### src/rtl/mem_ctrl_pkg.sv
// Shared types and constants for the data-memory stage controller.
// BASE_ADDR/MEM_WORDS defaults are also used by the memory model.
package mem_ctrl_pkg;

    typedef enum logic [1:0] {
        ST_IDLE = 2'd0,
        ST_WAIT = 2'd1,
        ST_DONE = 2'd2
    } state_t;

    localparam int DEF_BASE_ADDR = 1024;
    localparam int DEF_MEM_WORDS = 65465;

    // Word-aligned and inside [base, base + 4*words). The subtraction only matters
    // once addr >= base holds, so it never wraps into a false accept.
    function automatic logic addr_in_range(input logic [63:0] addr,
                                           input logic [63:0] base,
                                           input logic [63:0] words);
        logic [63:0] off;
        off = addr - base;
        return (addr[1:0] == 2'b00) && (addr >= base) && ((off >> 2) < words);
    endfunction

endpackage

### src/rtl/mem_wait_counter.sv
// Wait-state down-counter: loads a start value, counts down to zero and
// flags the terminal count.
module mem_wait_counter #(
    parameter int WIDTH = 3
) (
    input  logic             clk,
    input  logic             rst,
    input  logic             load,
    input  logic [WIDTH-1:0] load_val,
    input  logic             dec,
    output logic             zero
);

    logic [WIDTH-1:0] count;

    always_ff @(posedge clk or posedge rst) begin
        if (rst) begin
            count <= '0;
        end else if (load) begin
            count <= load_val;
        end else if (dec && (count != '0)) begin
            count <= count - 1'b1;
        end
    end

    assign zero = (count == '0);

endmodule

### src/rtl/mem_stage_controller.sv
// Data-memory initiator for the MEM stage: turns one-cycle load/store requests
// into fixed-latency memory accesses, stalling the pipeline through ready.
//
//  state   | meaning
//  IDLE    | evaluate request; fault or accept, ready unless accepting
//  WAIT    | access in flight; read strobe every cycle, write strobe on last
//  DONE    | one-cycle completion, ready=1, pipeline advances
module mem_stage_controller
    import mem_ctrl_pkg::*;
#(
    parameter int WORD_SIZE    = 32,
    parameter int ADDRESS_SIZE = 32,
    parameter int BASE_ADDR    = DEF_BASE_ADDR,
    parameter int MEM_WORDS    = DEF_MEM_WORDS,
    parameter int WAIT_CYCLES  = 4
) (
    input  logic                    clk,
    input  logic                    rst,
    input  logic                    req_read,
    input  logic                    req_write,
    input  logic [ADDRESS_SIZE-1:0] req_addr,
    input  logic [WORD_SIZE-1:0]    req_wdata,
    output logic [WORD_SIZE-1:0]    rdata,
    output logic                    ready,
    output logic                    addr_fault,
    output logic [ADDRESS_SIZE-1:0] mem_Address,
    output logic [WORD_SIZE-1:0]    mem_WriteData,
    output logic                    mem_MemRead,
    output logic                    mem_MemWrite,
    input  logic [WORD_SIZE-1:0]    mem_ReadData
);

    localparam int CW = $clog2(WAIT_CYCLES + 1);
    localparam logic [CW-1:0] CNT_LOAD = CW'(WAIT_CYCLES - 1);

    state_t state, state_nx;

    logic                    req_any;
    logic                    req_ok;
    logic                    cnt_load;
    logic                    cnt_dec;
    logic                    cnt_zero;
    logic [ADDRESS_SIZE-1:0] lat_addr;
    logic [WORD_SIZE-1:0]    lat_wdata;
    logic                    lat_write;

    assign req_any  = req_read | req_write;
    assign req_ok   = req_any && addr_in_range(64'(req_addr), 64'(BASE_ADDR), 64'(MEM_WORDS));
    assign cnt_load = (state == ST_IDLE) && req_ok;
    assign cnt_dec  = (state == ST_WAIT);

    mem_wait_counter #(
        .WIDTH (CW)
    ) u_wait_counter (
        .clk      (clk),
        .rst      (rst),
        .load     (cnt_load),
        .load_val (CNT_LOAD),
        .dec      (cnt_dec),
        .zero     (cnt_zero)
    );

    always_ff @(posedge clk or posedge rst) begin
        if (rst) begin
            state <= ST_IDLE;
        end else begin
            state <= state_nx;
        end
    end

    always_comb begin
        state_nx = state;
        case (state)
            ST_IDLE: if (req_ok) state_nx = ST_WAIT;
            ST_WAIT: if (cnt_zero) state_nx = ST_DONE;
            ST_DONE: state_nx = ST_IDLE;
            default: state_nx = ST_IDLE;
        endcase
    end

    always_comb begin
        ready         = 1'b0;
        addr_fault    = 1'b0;
        mem_Address   = '0;
        mem_WriteData = '0;
        mem_MemRead   = 1'b0;
        mem_MemWrite  = 1'b0;
        case (state)
            ST_IDLE: begin
                ready      = ~req_ok;
                addr_fault = req_any & ~req_ok;
            end
            ST_WAIT: begin
                mem_Address   = lat_addr;
                mem_WriteData = lat_wdata;
                mem_MemRead   = ~lat_write;
                // Write strobe only on the terminal count gives a single write edge.
                mem_MemWrite  = lat_write & cnt_zero;
            end
            ST_DONE: ready = 1'b1;
            default: ready = 1'b0;
        endcase
    end

    // A simultaneous read+write request is latched as a write, so rdata is left alone.
    always_ff @(posedge clk or posedge rst) begin
        if (rst) begin
            lat_addr  <= '0;
            lat_wdata <= '0;
            lat_write <= 1'b0;
            rdata     <= '0;
        end else if (state == ST_IDLE) begin
            if (req_ok) begin
                lat_addr  <= req_addr;
                lat_wdata <= req_wdata;
                lat_write <= req_write;
            end else if (req_any) begin
                rdata <= '0;
            end
        end else if ((state == ST_WAIT) && cnt_zero && !lat_write) begin
            rdata <= mem_ReadData;
        end
    end

endmodule
### config.mk
export PLATFORM = sky130hd
export DESIGN_NAME = mem_stage_controller
export DESIGN_NICKNAME = d
export VERILOG_FILES = /design/src/rtl/mem_ctrl_pkg.sv /design/src/rtl/mem_wait_counter.sv /design/src/rtl/mem_stage_controller.sv
export SDC_FILE = /design/constraint.sdc
export NUM_CORES = 1
export LEC_CHECK = 0
export ABC_AREA = 1
export BUFFER_PORTS_ARGS = -buffer_cell sky130_fd_sc_hd__buf_4
export CAP_MARGIN = 20
export CORE_UTILIZATION = 30
export DETAILED_ROUTE_END_ITERATION = 8
export GPL_TIMING_DRIVEN = 0
export PLACE_DENSITY_LB_ADDON = 0.2
export SLEW_MARGIN = 20
export SYNTH_ARGS = -nofsm -noshare
export SYNTH_HDL_FRONTEND = slang
export SYNTH_HIERARCHICAL = 1
export SYNTH_SLANG_ARGS = --single-unit
### constraint.sdc
create_clock -name clk -period 6.15 [get_ports clk]
set_input_delay 0.615 -clock clk [delete_from_list [all_inputs] [get_ports clk]]
set_output_delay 0.615 -clock clk [all_outputs]
set_load 0.005 [all_outputs]
[After elaboration in Yosys (flattened, before gate mapping)]
Cells that the tools add are included.
Storage, ports and cells
  register bits: 102
  word-level logic and storage cells: 53
Operators by class
  add/subtract/negate cells: 2
  magnitude comparators: 2
  equal/unequal tests: 6
  multiplexer cells: 15
  bitwise logic cells: 5
  reduce and logical (&&, ||, !) cells: 17
Operators by type and width (count)
  2-to-1 mux 32 bit: 6
  < comparator 62 x 16 -> 1 bit (second input constant): 1
  subtractor 32 x 11 -> 33 bit (second input constant): 1
  greater-or-equal comparator 32 x 11 -> 1 bit (second input constant): 1
  inequality test 2 bit (second input constant): 4
  logical AND 1 bit: 7
  2-to-1 mux 3 bit: 2
  logical NOT 2 bit: 2
  2-to-1 mux 2 bit: 2
  one-hot mux 2 bit (2 select lines): 1
  AND reduction 2 bit: 2
  nonzero test 2 bit: 2
  logical NOT 3 bit: 1
  2-to-1 mux 1 bit: 3
  AND reduction 3 bit: 1
  nonzero test 3 bit: 1
  subtractor 3 x 1 -> 3 bit (second input constant): 1
  bitwise AND 1 bit: 2
  equality test 2 x 1 -> 1 bit (second input constant): 1
  equality test 2 bit (second input constant): 1
  inverter 1 bit: 2
  one-hot mux 1 bit (2 select lines): 1
  logical NOT 1 bit: 1
  OR 1 bit: 1

[Longest topological paths before layout]
  word-level depth: 7
  depth in mapped cells: 18

[Cells and area by module]
Netlist, hierarchy kept.
By module, submodules not included
  mem_stage_controller: instances 1, cells an instance 698, area each 4973.5 sq um
  mem_wait_counter: instances 1, cells an instance 28, area each 196.4 sq um

[Worst setup path after synthesis]
Ideal clock, no wire load.
  path kind: in2out
  start: input req_addr[12]
  end: output ready
  data arrival time: 1686 ps
  slack: 3849 ps
  stages: 11
  path buffers: 0
  path through: nor2_1 -> nand2_1 -> nor2_4 -> xor2_1 -> nand3_1 -> nor3_1 -> nand2_1 -> nor2_1 -> nand4_1 -> nand2_1 -> inv_1
On the way
  word-level cells in the longest chain between the ends: 6
  elaborated cells between the ends (all ways): 8
  classes of those cells: 1 x add/sub; 2 x order compare; 1 x mux; 1 x bitwise; 3 x reduce/logical
RTL lines
  start, declared: RTL line mem_stage_controller.sv:21  | input logic [ADDRESS_SIZE-1:0] req_addr,
  subtractor 32 x 11 -> 33 bit / greater-or-equal comparator 32 x 11 -> 1 bit (equally long branches): RTL line mem_ctrl_pkg.sv:20, mem_ctrl_pkg.sv:21
  < comparator 62 x 16 -> 1 bit / logical AND 1 bit (equally long branches): RTL line mem_ctrl_pkg.sv:21  | return (addr[1:0] == 2'b00) && (addr >= base) && ((off >> 2) < words);
  logical AND 1 bit *: RTL line mem_ctrl_pkg.sv:21
  logical AND 1 bit *: RTL line mem_stage_controller.sv:48  | assign req_ok = req_any && addr_in_range(64'(req_addr), 64'(BASE_ADDR), 64'(MEM_WORDS));
  inverter 1 bit *: RTL line mem_stage_controller.sv:90  | ready = ~req_ok;
  one-hot mux 1 bit (2 select lines) *: RTL line mem_stage_controller.sv:88  | case (state)
  end, declared: RTL line mem_stage_controller.sv:24  | output logic ready,
Every way passes the cells marked *; elsewhere a longest branch is shown, timed or not.

[Final worst setup path]
  start: register state[0]
  end: output mem_WriteData[27]
On the way
  word-level cells in the longest chain between the ends: 2
RTL lines
  start, declared: RTL line mem_stage_controller.sv:36  | state_t state, state_nx;
  start signal, assigned: RTL line mem_stage_controller.sv:67  | state <= state_nx;
  equality test 2 x 1 -> 1 bit
  named net cnt_dec: RTL line mem_stage_controller.sv:41  | logic cnt_dec;
  2-to-1 mux 32 bit: RTL line mem_stage_controller.sv:88
  end, declared: RTL line mem_stage_controller.sv:27  | output logic [WORD_SIZE-1:0] mem_WriteData,
The timed path passes the listed nets, and every way through them passes these cells.

==> results.py <==
metrics = {
    "sta": {
        "finClkSkew_ns": 0.00505,
        "fin_crit_sh_pct": 47.4,
        "max-slew-margin-rel_pct": 61.2,
        "fin_setup_tns_ns": 0,
        "worstMarginPinSlew_ns": 0.582,
        "fmax_mhz": 343,
        "fin_crit_ns": 2.92,
        "setup_viol": 0,
        "rsz0062_at_grt": "false",
        "drv_slew": 0,
        "hold_viol_final": 0,
    },
    "clock_tree": {
        "path_clk_slew_ns": 0.07,
        "ctsHoldBuffers": 0,
        "cts_max_level": 3,
        "root_buffer": "clkbuf_16",
        "cts_tree": "done",
        "clkLatencyLatePin_ns": 0.35,
        "postCtsSetupBuffers": 0,
        "cts_made_buffers": 9,
        "clkSinkCount": 102,
        "clockBufferDepth": 2,
        "cts_resized": 0,
    },
    "worst_setup_path": {
        "end_kind": "primary output",
        "worst-r2r-setup-slack_ns": 4.29,
        "required_ns": 5.53,
        "ff2ff_path_depth": 10,
        "worstPathArrival_ns": 2.30,
        "critPathLaunchType": "register",
        "path_max_fanout": 10,
        "crit_type": "reg -> out",
    },
    "routing": {
        "routed_wl_um": 13900,
        "antenna_left": 0,
        "wl_per_cell_um": 12.0,
        "vias": 4825,
        "drt_iter0_markers": 147,
        "firstDrtPassIters": 4,
        "drcViolationCount": 0,
        "viasPerCell": 4.15,
    },
    "floorplan": {
        "die_area_um2": 17800,
        "fp.dieW_um": 133,
        "core_um2": 16700,
        "dieHeight_um": 133,
        "start_util_pct": 31.0,
        "std_cell_rows": 47,
        "pin_count": 200,
    },
    "power_and_ir_drop": {
        "p_per_area_nw_per_um2": 184,
        "leakagePower_nw": 4.16,
        "ir_drop_mv": 0.135,
    },
    "synthesis": {
        "synth_seq_cells": 102,
        "syn_avg_cell_area_um2": 7.12,
        "yosysUniqueCellTypes": 26,
        "synth_warnings": 6,
        "yosysSeqAreaShare_pct": 49.4,
        "syn_inst": 726,
        "syn-cell-area_um2": 5170,
    },
    "cells_and_area": {
        "fillers": 1782,
        "finish.utilization_pct": 43.5,
        "area_delta_synth_final_pct": 40.6,
        "n_antenna_cell": 0,
        "final_cell_mix": "202 x buf_4, 200 x nand2_1, 156 x inv_1",
        "final_common_cell": "buf_4",
        "final_layout_size_suffix_gt1_share_pct": 24.9,
        "nets": 1040,
    },
    "status": {
        "status": "complete, no violations",
    },
    "hold_path": {
        "hold_class": "in -> async",
    },
    "global_route": {
        "grtUsageTotal_pct": 16.0,
        "antenna_found_initial": 0,
        "grt_max_degree": 51,
        "grt_pass1_wl_um": 22500,
        "overflow": 0,
        "grt_pass1_vias": 4601,
    },
    "placed_design": {
        "dp_hpwl_um": 10600,
        "place_congestion": 0.832,
        "io_buffer_count": 199,
    },
    "job": {
        "drv_cap": 0,
    },
}
-- metal layers --
metal	share of wire, %	track usage, %	up-vias
li1	-	-	2547
met1	47	21.0	2137
met2	46	25.7	134
met3	7.1	4.57	7
met4	0.70	4.36	0
met5	0	0	-
-- final timing paths --
path | startpoint | to
setup / recovery | state[0] | mem_WriteData[27]
hold / removal | rst | u_wait_counter/count[1]
setup reg to reg | u_wait_counter/count[0] | rdata[18]
hold reg to reg | lat_addr[31] | lat_addr[31]
max in group asynchronous | rst | lat_wdata[10]
min in group clk | lat_addr[31] | lat_addr[31]
-- critical path, stage by stage, from the launching register on --
cell	delay, ns
dfrtp_1	0.40
inv_1	0.08
nor2_1	0.05
inv_1	0.16
clkbuf_1	0.48
buf_1	0.50
nor2_1	0.12
buf_4	0.16
-- synthesized netlist by cell type, drive strengths merged --
cell type	count	area (um2)
and3	2	12.5
nor2	109	429
nand4	3	18.8
nand3b	2	15.0
nor3b	2	15.0
buf	14	98.8
o21ai	57	285
conb	2	7.51
nor3	3	15.0
inv	159	597
nand2	203	774
xor2	3	26.3
dfrtp	102	2550
ha	2	25.0
clkbuf	14	52.6
a21oi	1	5.00
nand3	48	240
-- power breakdown --
| group | total, W | leakage (nW) | internal (W) | switching (W) |
|---|---|---|---|---|
| logic | 0.0000977 | 2.86 | 0.0000517 | 0.0000460 |
| clock network | 0.000565 | 0.136 | 0.000317 | 0.000248 |
| registers | 0.000671 | 1.16 | 0.000671 | 0.000000128 |
-- through the flow --
stage	worst slack (ns)	instances	total power [W]	instance area, um2	hold slack, ns
floorplan	2.94	727	0.000716	5170	0.369
global placement	1.53	1146	0.000781	6940	0.450
detailed placement	3.34	1147	0.000784	6980	0.452
CTS	3.16	1163	0.00136	7270	0.149
global route	3.00	1163	0.00139	7270	0.152
finish	3.23	1163	0.00133	7270	0.162
-- flip-flops by register name, indices dropped and copies added (netlist names) --
| signal | cells |
|---|---|
| state | 2 |
| rdata | 32 |
| lat_addr | 32 |
| u_wait_counter/count | 3 |
| lat_wdata | 32 |
| lat_write | 1 |
-- cell families (layout without fill, tap and decap cells) --
family	count (synthesis)	after routing	synth area share [%]
and+or+nand+nor	372	372	29.4
buffers and inverters	187	403	14.5
AOI/OAI and AO/OA	58	58	5.61
adders and majority gates	2	2	0.484
DFF	102	102	49.4
other	2	3	0.145
xor gates and xnor gates	3	3	0.508
-- layout make-up --
cell class,instances,area [um2],area share [%]
buffer,28,151,2.08
clock buffer,11,233,3.20
clock inverter,5,58.8,0.809
inverter,159,602,8.28
multi-input combinational,438,1870,25.8
sequential,102,2550,35.1
tap,220,275,3.79
timing repair buffer,200,1520,20.9
Note: power is estimated with default switching activity, not from simulation.
